**src/rtl/trap_sequencer.sv**
```systemverilog
// Trap sequencer for the multicycle rv32ima core. It arbitrates exceptions, interrupts,
// MRET and WFI, and strobes the CSR exception handler with a registered cause/pc/badaddr.
module trap_sequencer #(
    parameter int unsigned WFI_TIMEOUT = 0,
    parameter logic [31:0] IRQ_MASK    = 32'h0000_0888
) (
    input  logic        clk,
    input  logic        reset,
    input  logic        instr_boundary,
    input  logic        exc_valid,
    input  logic [3:0]  exc_cause,
    input  logic [31:0] exc_pc,
    input  logic [31:0] exc_tval,
    input  logic        mret_valid,
    input  logic        wfi_valid,
    input  logic [31:0] cur_pc,
    input  logic [31:0] mstatus,
    input  logic [31:0] mie,
    input  logic [31:0] mip,
    input  logic [1:0]  privilege_mode,
    output logic        exception_event,
    output logic        mret,
    output logic        wfi_event,
    output logic [31:0] cause,
    output logic [31:0] pc,
    output logic [31:0] badaddr,
    output logic        trap_busy,
    output logic        trap_done,
    output logic        wfi_wake,
    output logic [1:0]  o_dbg_state
);

    typedef enum logic [1:0] {
        S_IDLE     = 2'd0,
        S_ISSUE    = 2'd1,
        S_REDIRECT = 2'd2,
        S_WFI_WAIT = 2'd3
    } state_t;

    localparam bit          L_TIMEOUT_EN   = (WFI_TIMEOUT != 0);
    localparam logic [31:0] L_TIMEOUT_LAST = (WFI_TIMEOUT == 0) ? 32'd0 : 32'(WFI_TIMEOUT - 1);

    state_t      r_state;
    state_t      w_next_state;
    logic        r_exception_event;
    logic        r_mret;
    logic        r_wfi_event;
    logic        r_trap_busy;
    logic        r_trap_done;
    logic        r_wfi_wake;
    logic [31:0] r_cause;
    logic [31:0] r_pc;
    logic [31:0] r_badaddr;
    logic [31:0] r_wait_cnt;

    logic [31:0] w_pend;
    logic        w_global_ie;
    logic        w_irq_take;
    logic [4:0]  w_irq_code;
    logic        w_timeout;
    logic        w_wake;
    logic        w_next_exc_event;
    logic        w_next_mret;
    logic        w_next_wfi_wake;
    logic        w_cap_exc;
    logic        w_cap_irq;
    logic        w_unused;

    // Fixed priority MEI > MSI > MTI; any other unmasked bit falls back to its lowest index.
    function automatic logic [4:0] irq_code(input logic [31:0] p);
        logic [4:0] c;
        c = 5'd0;
        for (int i = 31; i >= 0; i--) begin
            if (p[i]) c = 5'(i);
        end
        if (p[7])  c = 5'd7;
        if (p[3])  c = 5'd3;
        if (p[11]) c = 5'd11;
        return c;
    endfunction

    assign w_pend      = mip & mie & IRQ_MASK;
    assign w_global_ie = mstatus[3] | (privilege_mode != 2'b11);
    assign w_irq_take  = instr_boundary & (w_pend != 32'd0) & w_global_ie;
    assign w_irq_code  = irq_code(w_pend);
    assign w_timeout   = L_TIMEOUT_EN && (r_wait_cnt == L_TIMEOUT_LAST);
    assign w_wake      = (w_pend != 32'd0) | w_timeout;
    assign w_unused    = ^{mstatus[31:4], mstatus[2:0]};

    // Requests are level inputs sampled only in IDLE; trap_busy high means no request is accepted.
    always_comb begin
        w_next_state     = r_state;
        w_next_exc_event = 1'b0;
        w_next_mret      = 1'b0;
        w_next_wfi_wake  = 1'b0;
        w_cap_exc        = 1'b0;
        w_cap_irq        = 1'b0;
        case (r_state)
            S_IDLE: begin
                if (exc_valid) begin
                    w_next_state     = S_ISSUE;
                    w_next_exc_event = 1'b1;
                    w_cap_exc        = 1'b1;
                end else if (mret_valid) begin
                    w_next_state = S_ISSUE;
                    w_next_mret  = 1'b1;
                end else if (wfi_valid) begin
                    w_next_state = S_WFI_WAIT;
                end else if (w_irq_take) begin
                    w_next_state     = S_ISSUE;
                    w_next_exc_event = 1'b1;
                    w_cap_irq        = 1'b1;
                end
            end
            S_ISSUE:    w_next_state = S_REDIRECT;
            S_REDIRECT: w_next_state = S_IDLE;
            S_WFI_WAIT: begin
                if (w_wake) begin
                    w_next_state    = S_IDLE;
                    w_next_wfi_wake = 1'b1;
                end
            end
            default:    w_next_state = S_IDLE;
        endcase
    end

    always_ff @(posedge clk) begin
        if (reset) begin
            r_state           <= S_IDLE;
            r_exception_event <= 1'b0;
            r_mret            <= 1'b0;
            r_wfi_event       <= 1'b0;
            r_trap_busy       <= 1'b0;
            r_trap_done       <= 1'b0;
            r_wfi_wake        <= 1'b0;
            r_cause           <= 32'd0;
            r_pc              <= 32'd0;
            r_badaddr         <= 32'd0;
            r_wait_cnt        <= 32'd0;
        end else begin
            r_state           <= w_next_state;
            r_exception_event <= w_next_exc_event;
            r_mret            <= w_next_mret;
            r_wfi_event       <= (w_next_state == S_WFI_WAIT);
            r_trap_busy       <= (w_next_state != S_IDLE);
            r_trap_done       <= (w_next_state == S_REDIRECT);
            r_wfi_wake        <= w_next_wfi_wake;
            if (w_cap_exc) begin
                r_cause   <= {28'd0, exc_cause};
                r_pc      <= exc_pc;
                r_badaddr <= (exc_tval == 32'hFFFF_FFFF) ? exc_pc : exc_tval;
            end else if (w_cap_irq) begin
                r_cause   <= {1'b1, 26'd0, w_irq_code};
                r_pc      <= cur_pc;
                r_badaddr <= 32'd0;
            end
            // Counter is zero on the first WAIT cycle and saturates rather than wrapping.
            if (r_state != S_WFI_WAIT) begin
                r_wait_cnt <= 32'd0;
            end else if (r_wait_cnt != 32'hFFFF_FFFF) begin
                r_wait_cnt <= r_wait_cnt + 32'd1;
            end
        end
    end

    assign exception_event = r_exception_event;
    assign mret            = r_mret;
    assign wfi_event       = r_wfi_event;
    assign cause           = r_cause;
    assign pc              = r_pc;
    assign badaddr         = r_badaddr;
    assign trap_busy       = r_trap_busy;
    assign trap_done       = r_trap_done;
    assign wfi_wake        = r_wfi_wake;
    assign o_dbg_state     = r_state;

endmodule

```
**config.mk**
```make
export PLATFORM = sky130hd
export DESIGN_NAME = trap_sequencer
export DESIGN_NICKNAME = d
export VERILOG_FILES = /design/src/rtl/trap_sequencer.sv
export SDC_FILE = /design/constraint.sdc
export NUM_CORES = 1
export LEC_CHECK = 0
export BUFFER_PORTS_ARGS = -buffer_cell sky130_fd_sc_hd__buf_2
export CORE_AREA = 2 2 121 123
export CTS_CLUSTER_SIZE = 25
export DETAILED_ROUTE_END_ITERATION = 16
export DIE_AREA = 0 0 123 125
export PLACE_DENSITY = 0.64
export SLEW_MARGIN = 10
export SYNTH_ARGS = -nofsm -noshare
export SYNTH_HDL_FRONTEND = slang
export SYNTH_SLANG_ARGS = --single-unit
```
**constraint.sdc**
```tcl
create_clock -name clk -period 2.9 [get_ports clk]
set_input_delay 0.145 -clock clk [delete_from_list [all_inputs] [get_ports clk]]
set_output_delay 0.145 -clock clk [all_outputs]
set_load 0.01 [all_outputs]
```
==> results of run 1 <==
[metrics by stage]
| stage | cell area [um^2] | power [W] | setup slack (ns) | utilization (%) |
|---|---|---|---|---|
| after CTS | 4763 | 0.002865 | 0.6345 | 33.54 |
| after detailed placement | 4497 | 0.001813 | 0.6390 | 31.66 |
| final | 4763 | 0.002820 | 0.6413 | 33.54 |
| after global routing | 4763 | 0.002964 | 0.4427 | 33.54 |
| after floorplan | 3605 | 0.001580 | 1.274 | - |
| after global placement | 4497 | 0.001796 | 0.7040 | 31.66 |
[area by class of cell]
cell class | count | share of cell area [%]
multi-input cells | 247 | 35.49
flip-flops and latches | 77 | 32.36
repair buffers | 200 | 21.49
clock buffers | 12 | 5.385
well taps | 184 | 4.833
inverters | 3 | 0.2364
clock inverters | 2 | 0.2101
[registers in the layout, indices dropped and copies added (netlist names)]
| name | cells |
|---|---|
| badaddr | 32 |
| trap_done | 1 |
| wfi_event | 1 |
| trap_busy | 1 |
| cause | 5 |
| pc | 32 |
| wfi_wake | 1 |
| mret | 1 |
| o_dbg_state | 2 |
| exception_event | 1 |
[kinds of logic after synthesis]
family | synth area share, %
buffers and inverters | 11.13
and+or+nand+nor | 20.87
AOI/OAI and AO/OA | 23.94
other | 0.1069
DFF | 43.95
[synthesized netlist by cell type (all sizes together)]
library cell  count
inv               3
or3               1
nand3b           32
a21oi             3
o21bai            1
a211oi            3
and4              1
nor4              2
a311oi            1
nand2             3
nor2             74
a32o             32
o221a            32
nor3b             1
a31oi             1
buf              39
o21a              2
nand4             9
or3b              1
a22oi             2
nand2b            1
o31ai             1
o21ai             4
clkbuf           16
and3b             2
a222oi            1
nor3              4
a221oi            1
conb              1
and2              4
dfxtp            77
nor4b             1
[placed cells by master (no fill, tap or decap), drive strengths merged, types with 2 or more instances in the layout]
master / synthesis / layout
o21ai: 4 / 4
a32o: 32 / 32
a211oi: 3 / 3
nand4: 9 / 9
clkinv: 0 / 2
o21a: 2 / 2
nor4: 2 / 2
nor2: 74 / 74
nand2: 3 / 3
and3b: 2 / 2
and2: 4 / 4
o221a: 32 / 32
nor3: 4 / 4
conb: 1 / 27
dfxtp: 77 / 77
buf: 39 / 200
inv: 3 / 3
a21oi: 3 / 3
clkbuf: 16 / 12
nand3b: 32 / 32
a22oi: 2 / 2
[per-layer routing]
| layer | track usage (%) | wire, um | vias up |
|---|---|---|---|
| met3 | 4.015 | 1053 | 20 |
| met1 | 18.09 | 5067 | 1695 |
| met2 | 25.97 | 5836 | 194 |
| met4 | 8.021 | 325 | 0 |
| li1 | - | - | 1654 |
| met5 | 0 | 0 | - |
[critical path, delay by kind of cell (launching register included)]
kind / cells / cell delay, ns
and+or+nand+nor: 2 / 0.73
DFF: 1 / 0.44
AOI/OAI and AO/OA: 2 / 1.01
[power groups by stage]
| stage | registers (W) | clock network (W) | logic (W) |
|---|---|---|---|
| after floorplan | 0.00129 | 0 | 0.000289 |
| after global placement | 0.00124 | 0 | 0.000557 |
| after detailed placement | 0.00124 | 0 | 0.000568 |
| after CTS | 0.00122 | 0.00107 | 0.000569 |
| after global routing | 0.00124 | 0.00111 | 0.000616 |
| final | 0.00122 | 0.00103 | 0.000565 |
[how the worst max path moves through the flow]
stage,from,to,slack [ns],cells past startpoint
after floorplan,o_dbg_state[1],pc[29],1.27,6
after global placement,o_dbg_state[0],badaddr[28],0.70,4
after detailed placement,o_dbg_state[0],badaddr[10],0.64,4
after CTS,o_dbg_state[0],badaddr[10],0.63,4
after global routing,o_dbg_state[0],badaddr[17],0.44,4
final,o_dbg_state[0],badaddr[16],0.64,4
==> results.yml, run 1 <==
run_status:
  status: "finished, final reports clean"
route:
  drtIter0Drc: 140
  first_pass_iters: 6
  wirelength_um: 12280
  vias: 3563
  post-route-drc-count: 0
  ant_nets: 0
  vias_per_cell: 4.914
  wl_per_cell_um: 16.94
synth:
  postSynthCellCount: 356
  yosys-top-cells-area: "dfxtp_1 44%, o221a_1 9.6%, a32o_1 9.1%, nor2_1 7.9%, nand3b_1 6.8%"
  yosysWarnings: 0
  yosys.cell_types.count: 39
  ys_ff_latch: 77
  synth_largest_area_cell: "dfxtp_1"
  synth_top_area_share_pct: 43.95
  yosysSeqAreaShare_pct: 43.95
  synth.avg_cell_area_um2: 9.851
  syn-cell-area_um2: 3507
floorplan:
  core_area_um2: 14200
  initial_core_util_pct: 24.69
  rows: 44
  fp.dieArea_um2: 15380
  die_h_um: 125
  io_pins: 308
  die_w_um: 123
clock_tree:
  clk-insertion-delay-late_ns: 0.33
  cts.clk_slew.worst_paths_ns: 0.06
  cts.sinks: 77
  hold_buffers: 0
  cts_tree: "built"
  htreeDepth: 3
  numCtsBuffers: 9
  post_cts_buffers: 0
  cts_root_buf: "clkbuf_16"
  cts.repair.resized: 0
  clock_tree.buffer_depth: 2
timing:
  finalHoldViolations: 0
  relSlewSlack_pct: 33.66
  fin_tns_setup_ns: 0
  rsz0062_at_grt: "false"
  min_period_over_period_pct: 77.89
  slew_violations: 0
  skew_ns: 0.004572
  min_period_ns: 2.259
  hold_ws_ns: 0.06716
  worst_pin_slew_ns: 0.9929
  setup_violations: 0
  fmax_mhz: 442.7
run:
  maxCapViolCount: 0
global_routing:
  antenna_found_initial: 0
  grt_overflow: 0
  grt_first_pass_wirelength_um: 18110
  grt_max_degree: 33
  track_usage_pct: 15.53
  first_global_vias: 3460
power_and_ir_drop:
  combPwrFrac_pct: 20.0
  powerDensity_nw_per_um2: 591.9
  p_clk_share_pct: 36.5
  swShare_pct: 28.06
  leakage_nw: 2.184
  seqPwrFrac_pct: 43.4
  p_sw_w: 0.0007910
  ir_drop_mv: 0.2458
  p_int_w: 0.002029
hold_path:
  holdPathStages: 2
  min_from: "exc_tval[4]"
  min_to: "badaddr[4]"
  hold_class: "input port to flip-flop"
finish:
  fin_nets: 742
  seq_area_um2: 1541
  area_growth_pct: 35.82
  multi_input_area_um2: 1690
  drive_gt1_share_pct: 41.22
  diodes: 0
  layout.cells.non_filler: 725
  n_fill_cell: 1465
critical_path:
  rr_worst_depth: 4
  crit_arrival_ns: 2.53
  path_cells: "or3b_2, nand2b_1, a21oi_4, a32o_1"
  worstReg2RegEnd: "badaddr[16]"
  slowest_stage: "a21oi_4"
  cp.required_ns: 3.17
  crit_type: "flip-flop to flip-flop"
  r2r_slack_ns: 0.64
  startpoint_type: "flip-flop"
  critPathCaptureType: "flip-flop"
  regToRegStartpoint: "o_dbg_state[0]"
  crit_fanout: 32
  max_stage_delay_ns: 0.79
place:
  place_inst: 711
  port_buffers: 191
  routabilityCongestion: 0.8004
  hpwl_um: 9111
Power figures use the tool's default switching activity.
==> run 2, diff against run 1 <==
--- a/config.mk
+++ b/config.mk
@@ -6,11 +6,11 @@
 export NUM_CORES = 1
 export LEC_CHECK = 0
 export BUFFER_PORTS_ARGS = -buffer_cell sky130_fd_sc_hd__buf_2
-export CORE_AREA = 2 2 121 123
+export CORE_AREA = 2 2 118 120
 export CTS_CLUSTER_SIZE = 25
 export DETAILED_ROUTE_END_ITERATION = 16
-export DIE_AREA = 0 0 123 125
-export PLACE_DENSITY = 0.64
+export DIE_AREA = 0 0 120 122
+export PLACE_DENSITY = 0.66
 export SLEW_MARGIN = 10
 export SYNTH_ARGS = -nofsm -noshare
 export SYNTH_HDL_FRONTEND = slang
==> constraint.sdc (replaced) <==
create_clock -name clk -period 2.1 [get_ports clk]
set_input_delay 0.105 -clock clk [delete_from_list [all_inputs] [get_ports clk]]
set_output_delay 0.105 -clock clk [all_outputs]
set_load 0.01 [all_outputs]
==> results.yml, run 2 (synthesized netlist as in run 1, its figures left out) <==
clock_tree:
  htreeDepth: 3
  clock_tree.buffer_depth: 2
  cts_tree: "built"
  numCtsBuffers: 9
  cts.sinks: 77
  clk-insertion-delay-late_ns: 0.33
  hold_buffers: 0
  cts.clk_slew.worst_paths_ns: 0.06
  post_cts_buffers: 0
  cts_root_buf: "clkbuf_16"
power_and_ir_drop:
  leakage_nw: 2.194
  ir_drop_mv: 0.4038
  powerDensity_nw_per_um2: 829.1
timing:
  finalHoldViolations: 0
  min_period_over_period_pct: 92.95
  setup_violations: 0
  rsz0062_at_grt: "false"
  relSlewSlack_pct: 31.70
  worst_pin_slew_ns: 1.021
  slew_violations: 0
  fin_tns_setup_ns: 0
  skew_ns: 0.007777
  hold_ws_ns: 0.02512
  fmax_mhz: 512.3
  min_period_ns: 1.952
hold_path:
  hold_class: "input port to flip-flop"
route:
  wl_per_cell_um: 16.45
  ant_nets: 0
  post-route-drc-count: 0
  first_pass_iters: 4
  drtIter0Drc: 178
  wirelength_um: 11910
  vias_per_cell: 4.892
  vias: 3542
critical_path:
  r2r_slack_ns: 0.15
  crit_type: "flip-flop to flip-flop"
  crit_arrival_ns: 2.22
  crit_fanout: 32
  startpoint_type: "flip-flop"
  critPathCaptureType: "flip-flop"
  cp.required_ns: 2.37
global_routing:
  track_usage_pct: 15.89
  grt_max_degree: 33
  first_global_vias: 3453
  grt_first_pass_wirelength_um: 17800
  antenna_found_initial: 0
  grt_overflow: 0
place:
  port_buffers: 191
  hpwl_um: 8926
  routabilityCongestion: 0.8313
  place_inst: 709
finish:
  diodes: 0
  final_common_cell: "buf_2"
  final_util_pct: 35.47
  area_growth_pct: 36.57
  drive_gt1_share_pct: 41.18
  fin_nets: 744
  final_cell_mix: "191 x buf_2, 77 x dfxtp_1, 73 x nor2_1"
  layout.cells.non_filler: 724
floorplan:
  io_pins: 308
  die_w_um: 120
  initial_core_util_pct: 25.97
  fp.dieArea_um2: 14640
  die_h_um: 122
  rows: 43
  core_area_um2: 13500
run_status:
  status: "finished, final reports clean"
run:
  maxCapViolCount: 0
[run 2: worst paths after layout]
kind | cells past startpoint | start | endpoint
max | 4 | o_dbg_state[1] | pc[10]
min reg2reg | 1 | badaddr[1] | badaddr[1]
max reg2reg | 4 | o_dbg_state[1] | pc[10]
min | 2 | exc_tval[6] | badaddr[6]
[run 2: routing by layer]
layer | vias to the layer above | GRT usage (%) | wire length (um)
li1 | 1655 | - | -
met4 | 0 | 7.279 | 290
met5 | - | 0 | 0
met1 | 1676 | 19.69 | 5140
met2 | 191 | 25.60 | 5468
met3 | 20 | 4.494 | 1009
[run 2: layout make-up]
type | count | area [um^2]
timing repair buffer | 202 | 1039
fill | 1397 | 8715
sequential | 77 | 1541
clock buffer | 13 | 240.2
inverter | 3 | 11.26
tap | 180 | 225.2
multi-input combinational | 247 | 1698
clock inverter | 2 | 35.03
[run 2: where the power goes]
group	total [W]	switching [W]	leakage, nW	internal, W
clock	0.00149	0.000580	0.134	0.000914
sequential	0.00169	0.0000828	0.634	0.00161
combinational	0.000784	0.000437	1.43	0.000347
[run 2: worst max-delay path, cell delays in order (launching register included)]
cell and delay (ns):
dfxtp_1 0.38, nor2_4 0.19, nand2_1 0.13, o21ai_4 0.82, o221a_1 0.35
[run 2: stage by stage]
stage | power [W] | instance area [um^2] | setup slack (ns)
after floorplan | 0.002182 | 3605 | 0.4738
after global placement | 0.002483 | 4507 | 0.05197
after detailed placement | 0.002504 | 4507 | 0.02384
after CTS | 0.004019 | 4785 | 0.09712
after global routing | 0.004178 | 4790 | 0.02646
final | 0.003971 | 4790 | 0.1481
[run 2: what timing repair did]
action                                 4_1_cts  5_1_grt
setup endpoints to repair                    1       19
pin swaps                                    0        2
endpoints found under the hold margin        0        0
gates cloned                                 0        0
gates resized for setup                      1        1
